### src/rtl/instr_fetch_pkg.sv
// Shared fetch-stage definitions: fault-cause codes, FSM encoding, slot layout
// and the PC legality check used by the PC generator.
package instr_fetch_pkg;

  localparam int INSTR_W = 32;

  typedef enum logic [1:0] {
    FC_NONE     = 2'b00,
    FC_MISALIGN = 2'b01,
    FC_RANGE    = 2'b10
  } fault_cause_e;

  typedef enum logic [0:0] {
    ST_RUN   = 1'b0,
    ST_FAULT = 1'b1
  } fetch_state_e;

  typedef struct packed {
    logic [INSTR_W-1:0] instr;
    logic [31:0]        pc;
    logic [31:0]        pc_plus4;
  } fetch_slot_t;

  // Misalignment wins over range so the cause reflects the first broken rule.
  function automatic fault_cause_e pc_check(input logic [31:0] pc,
                                            input logic [31:0] last_word);
    fault_cause_e cause;
    if (pc[1:0] != 2'b00) begin
      cause = FC_MISALIGN;
    end else if (pc > last_word) begin
      cause = FC_RANGE;
    end else begin
      cause = FC_NONE;
    end
    return cause;
  endfunction

endpackage

### src/rtl/instr_fetch_pc_gen.sv
// PC register with reset/redirect/+4/hold selection and the legality check
// of the PC currently presented to instruction memory.
module fetch_pc_gen
  import instr_fetch_pkg::*;
#(
  parameter logic [31:0] RESET_PC  = 32'h0000_0000,
  parameter int          MEM_BYTES = 400
) (
  input  logic         clk,
  input  logic         rst,
  input  logic         redirect_valid,
  input  logic [31:0]  redirect_pc,
  input  logic         advance,
  output logic [31:0]  pc,
  output fault_cause_e pc_cause
);

  localparam logic [31:0] LAST_WORD = 32'(MEM_BYTES - 4);

  logic [31:0] pc_r;
  logic [31:0] pc_next_s;

  // Next-PC selection; redirect outranks sequential advance.
  always_comb begin
    pc_next_s = pc_r;
    if (redirect_valid) begin
      pc_next_s = redirect_pc;
    end else if (advance) begin
      pc_next_s = pc_r + 32'd4;
    end else begin
      pc_next_s = pc_r;
    end
  end

  // PC register.
  always_ff @(posedge clk) begin
    if (rst) begin
      pc_r <= RESET_PC;
    end else begin
      pc_r <= pc_next_s;
    end
  end

  assign pc       = pc_r;
  assign pc_cause = pc_check(pc_r, LAST_WORD);

endmodule

### src/rtl/instr_fetch.sv
// Instruction fetch stage: presents the PC to instruction memory and holds the
// returned word in a registered slot for decode, with flush and fault handling.
module instr_fetch
  import instr_fetch_pkg::*;
#(
  parameter logic [31:0] RESET_PC  = 32'h0000_0000,
  parameter int          MEM_BYTES = 400
) (
  input  logic               clk,
  input  logic               rst,
  output logic [31:0]        imem_addr,
  input  logic [INSTR_W-1:0] imem_instr,
  input  logic               redirect_valid,
  input  logic [31:0]        redirect_pc,
  output logic               out_valid,
  input  logic               out_ready,
  output logic [INSTR_W-1:0] out_instr,
  output logic [31:0]        out_pc,
  output logic [31:0]        out_pc_plus4,
  output logic               fault,
  output logic [1:0]         fault_cause
);

  fetch_state_e state_r;
  fetch_state_e state_next_s;
  fetch_slot_t  slot_r;
  logic         out_valid_r;
  logic         fault_r;
  fault_cause_e fault_cause_r;

  logic         adv_s;
  logic         capture_s;
  logic         fault_set_s;
  logic [31:0]  pc_s;
  fault_cause_e pc_cause_s;

  fetch_pc_gen #(
    .RESET_PC  (RESET_PC),
    .MEM_BYTES (MEM_BYTES)
  ) u_pc_gen (
    .clk            (clk),
    .rst            (rst),
    .redirect_valid (redirect_valid),
    .redirect_pc    (redirect_pc),
    .advance        (capture_s),
    .pc             (pc_s),
    .pc_cause       (pc_cause_s)
  );

  assign adv_s = !out_valid_r || out_ready;

  // FSM state register.
  always_ff @(posedge clk) begin
    if (rst) begin
      state_r <= ST_RUN;
    end else begin
      state_r <= state_next_s;
    end
  end

  // FSM next state; a redirect always returns to RUN.
  always_comb begin
    state_next_s = state_r;
    if (redirect_valid) begin
      state_next_s = ST_RUN;
    end else begin
      case (state_r)
        ST_RUN: begin
          if (adv_s && (pc_cause_s != FC_NONE)) begin
            state_next_s = ST_FAULT;
          end else begin
            state_next_s = ST_RUN;
          end
        end
        ST_FAULT: state_next_s = ST_FAULT;
        default:  state_next_s = ST_RUN;
      endcase
    end
  end

  // FSM output strobes: capture a legal word or raise a fault when the slot can move.
  always_comb begin
    capture_s   = 1'b0;
    fault_set_s = 1'b0;
    if (redirect_valid) begin
      capture_s   = 1'b0;
      fault_set_s = 1'b0;
    end else begin
      case (state_r)
        ST_RUN: begin
          if (adv_s) begin
            if (pc_cause_s == FC_NONE) begin
              capture_s = 1'b1;
            end else begin
              fault_set_s = 1'b1;
            end
          end else begin
            capture_s   = 1'b0;
            fault_set_s = 1'b0;
          end
        end
        default: begin
          capture_s   = 1'b0;
          fault_set_s = 1'b0;
        end
      endcase
    end
  end

  // Fetch slot and sticky fault registers.
  always_ff @(posedge clk) begin
    if (rst) begin
      slot_r        <= '{instr: 32'h0, pc: 32'h0, pc_plus4: 32'h0};
      out_valid_r   <= 1'b0;
      fault_r       <= 1'b0;
      fault_cause_r <= FC_NONE;
    end else if (redirect_valid) begin
      out_valid_r   <= 1'b0;
      fault_r       <= 1'b0;
      fault_cause_r <= FC_NONE;
    end else if (capture_s) begin
      slot_r      <= '{instr: imem_instr, pc: pc_s, pc_plus4: pc_s + 32'd4};
      out_valid_r <= 1'b1;
    end else if (fault_set_s) begin
      out_valid_r   <= 1'b0;
      fault_r       <= 1'b1;
      fault_cause_r <= pc_cause_s;
    end else begin
      out_valid_r <= out_valid_r;
    end
  end

  assign imem_addr    = pc_s;
  assign out_valid    = out_valid_r;
  assign out_instr    = slot_r.instr;
  assign out_pc       = slot_r.pc;
  assign out_pc_plus4 = slot_r.pc_plus4;
  assign fault        = fault_r;
  assign fault_cause  = fault_cause_r;

endmodule

### config.mk
export PLATFORM = sky130hd
export DESIGN_NAME = instr_fetch
export DESIGN_NICKNAME = d
export VERILOG_FILES = /design/src/rtl/instr_fetch_pkg.sv /design/src/rtl/instr_fetch_pc_gen.sv /design/src/rtl/instr_fetch.sv
export SDC_FILE = /design/constraint.sdc
export NUM_CORES = 1
export LEC_CHECK = 0
export CELL_PAD_IN_SITES_DETAIL_PLACEMENT = 0
export CELL_PAD_IN_SITES_GLOBAL_PLACEMENT = 1
export CORE_ASPECT_RATIO = 1.1
export CORE_MARGIN = 2
export CORE_UTILIZATION = 32
export CTS_CLUSTER_DIAMETER = 40
export DETAILED_ROUTE_END_ITERATION = 16
export GPL_TIMING_DRIVEN = 0
export MAX_ROUTING_LAYER = met4
export PLACE_DENSITY = 0.83
export SLEW_MARGIN = 20
export SYNTH_ARGS = -nofsm -noshare
export SYNTH_HDL_FRONTEND = slang
export SYNTH_SLANG_ARGS = --single-unit
### constraint.sdc
create_clock -name clk -period 2.8 [get_ports clk]
set_clock_uncertainty 0.05 [all_clocks]
set_input_delay 0.42 -clock clk [delete_from_list [all_inputs] [get_ports clk]]
set_output_delay 0.42 -clock clk [all_outputs]
set_load 0.02 [all_outputs]
==> impl_results.md <==
* Min-Delay Path Depth at 2
* Final WL at 12320 microns
* Syn_nets at 516
* Vias at 3927
* Area share of fa/ha/maj cells after synthesis at 0.002830
* Vias in the first global route at 3965
* Placer Congestion at 0.7780
* Maxcap violations at 0
* Num CTS Buffers at 17
* Synth cell types at 40
* Die area at 14780 sq um
* Clock buffer depth at 2
* DIE WIDTH at 116.1 microns
* Status: complete, no violations
* FF-to-FF setup slack at 0.64 ns
* Setup repair bufs after CTS at 0
* Fin crit period at 2.164 ns
* Insertion delay to the later sink of the worst-skew pair at 0.41 ns
* CP top delay family: simple AND/OR/NAND/NOR gates
* Fillers at 1258
* Worst Setup Start Kind: flip-flop
* Internal at 3567 uW
* Worst r2r src: u_pc_gen.pc[0]$_SDFFE_PP0P_
* Crit end category: flip-flop
* Fin crit share at 0.7729
* Critical path buffer and inverter count at 2
* Initial antenna violation count at 0
* Top cells by area, synth: dfxtp_1 (59%), nand2_1 (7.6%), and2_1 (6.8%)
* Top FF cell, synth: dfxtp_1
* Maximum vdd drop at 0.0003322 V
* Remaining DRCs at 0
* Main combinational cell family by area after synthesis: simple AND/OR/NAND/NOR gates
* Complex-gate fraction of the synthesized area at 0.1415
* Gr ovfl total at 0
* Max Transition Viols Final at 0
* Total track usage at 0.1749
* Final setup TNS at 0 ns
* Die extent in y at 127.3 microns
* Tightest Hold Check Type: flip-flop to flip-flop
* Final ANT Viol Nets at 0
* Leading area contributor after synthesis: dfxtp_1
* Final nets at 732
* Detailed router's first-iteration violation count at 237
* Post-synth EDFFs at 0
* Post-synthesis mux area share at 0.004527
* Crit-path cells: nor2_1 > nand4b_1 > nor3_4 > nor2_1 > buf_2 > buf_6 > and2_1
* XOR/XNOR Fraction of Synth Area at 0.01188
* Post-synthesis sequential area ratio at 0.5931
* Switching share of total power at 0.2188
* Critical Path Max Stage Delay at 0.41 ns
* CTS tree: done
* Unrepaired setup endpoints after global routing: no
* PortBufs at 197
* Yosys Warn Count at 0
* CP required at 3.05 ns
* Slew headroom at 0.6465
* Seq. cell area at 2623 sq um
* Via density at 4.545
* Yosys top cell area share at 0.5931
* Mapped cell area at 4422 sq um
* Post-synth ARST share at 0
* Dpl hpwl at 9319 microns
* Worst path slowest cell: nor2_1
* Worst hold start: out_instr[6]$_SDFFE_PP0P_
* Slew @ Worst Pin at 0.5266 ns
* Multi-input gate area at 1633 sq um
* Root Driver: clkbuf_16
* Post-Synthesis Cells at 447
* First-pass GRT wire length at 19530 microns
* Seq pwr share at 0.424
* Routed len/inst at 14.26 microns
* R2R depth at 7
* NetSw at 999.1 uW
* Yosys reg bits at 131
* Worst Setup SP: u_pc_gen.pc[0]$_SDFFE_PP0P_
* 1st-pass router iterations at 4
* Starting density of the core at 0.3232
* Row count at 45
* Area Growth Syn to Fin at 63.84%
* Hold Fails Final Rpt at 0
* IO Count at 200
* Clock-pin slew on the worst setup and hold paths at 0.06 ns
* N_diodes at 0
* CP max FO at 10
* Clock network fraction of total power at 0.499
* Core Box Area at 13680 sq um
* Hold Path End: out_instr[6]$_SDFFE_PP0P_
* Sink Count at 131
* Most used cell, CP: nor2_1
* Leakage Power at 0.002654 uW
* Worst r2r dst: out_pc_plus4[9]$_SDFFE_PP0P_
* Most frequent cells in the layout: clkdlybuf4s50_1 (197), dfxtp_1 (131), nand2_1 (90)
* Total power draw at 4566 uW
* Most common cell after layout, fill and taps aside: clkdlybuf4s50_1
* Cts hold-fix bufs at 0
* Synth Area in Simple Gates at 0.2085
* CP Class: flip-flop to flip-flop
* Comb power frac at 0.077
* Layout cells sized above 1 at 0.08580
* Setup violation total in the final timing report at 0
* Worst Path Arrival at 2.41 ns
* Syn avg cell area at 9.892 sq um
* Largest net degree at the start of global routing at 17
* Power Dens Cells at 630.3 nW/um^2
* Max Freq at 462.1 MHz
* H-tree depth at 4
* Cts repair resizes at 0
synth_stat cells, drive strengths merged, types with 3 or more instances:
library cell    n
buf            16
nor2           15
nand2          90
dfxtp         131
clkbuf         16
a211oi          5
nand3           8
and2           48
nor3            3
and3            4
xor2            4
o21ai           3
o311ai          5
nand2b          3
nor4            5
a22o           25
a21oi          42
o211ai          4
how the worst max path moves through the flow:
stage          cells past startpoint                       endpoint
2_1_floorplan                      8     out_instr[24]$_SDFFE_PP0P_
3_3_place_gp                       8  out_pc_plus4[12]$_SDFFE_PP0P_
3_5_place_dp                       8   out_pc_plus4[9]$_SDFFE_PP0P_
4_1_cts                            7  out_pc_plus4[11]$_SDFFE_PP0P_
5_1_grt                            7        out_pc[30]$_SDFFE_PP0P_
6_report                           7   out_pc_plus4[9]$_SDFFE_PP0P_
registers in the layout (all words and copies together) (netlist names):
name	flops
out_instr	32
out_pc	32
u_pc_gen.pc	32
out_pc_plus4	30
fault_cause	2
fault	1
out_valid	1
state_r	1
power by group through the flow:
stage | registers (uW) | clock network (uW) | logic (uW)
after floorplan | 2010 | 0 | 117
after global placement | 1970 | 0 | 350
after detailed placement | 1980 | 0 | 353
after CTS | 1940 | 2330 | 355
after global routing | 1940 | 2420 | 381
final | 1940 | 2280 | 352
stage by stage:
stage	instances	cell area [sq um]	setup WS [ns]	hold WS [ns]	util
after floorplan	447	4422	0.9087	0.3867	-
after global routing	864	7244	0.4248	0.4222	0.5295
after detailed placement	832	6629	0.3317	0.3956	0.4845
final	864	7244	0.6360	0.4046	0.5295
after CTS	864	7244	0.5894	0.4054	0.5295
after global placement	832	6629	0.3524	0.3921	0.4845
logic make-up after synthesis:
group | after synthesis
adder cells (fa/ha/maj) | 1
AO/OA/AOI/OAI | 90
buffers and inverters | 34
flip-flops | 131
multiplexers | 2
XOR/XNOR | 6
AND/OR/NAND/NOR | 183
cell type report:
cell class / count / share of cell area
Sequential cell: 131 / 0.3620
Tap cell: 188 / 0.03247
Multi-Input combinational cell: 282 / 0.2254
Inverter: 2 / 0.001036
Timing Repair Buffer: 197 / 0.2722
Clock inverter: 15 / 0.02625
Buffer: 32 / 0.02193
Clock buffer: 17 / 0.05872
metal layers:
layer	GRT usage	share of wire
met5	-	0
met1	0.1971	0.43
met2	0.2890	0.49
met3	0.06309	0.069
met4	0.05532	0.010
worst reg2reg max path, stage by stage (launching register included):
cell and delay [ns]:
dfxtp_1 0.32, nor2_1 0.41, nand4b_1 0.29, nor3_4 0.32, nor2_1 0.17, buf_2 0.21, buf_6 0.14, and2_1 0.15
Note: power is estimated with default switching activity, not from simulation.
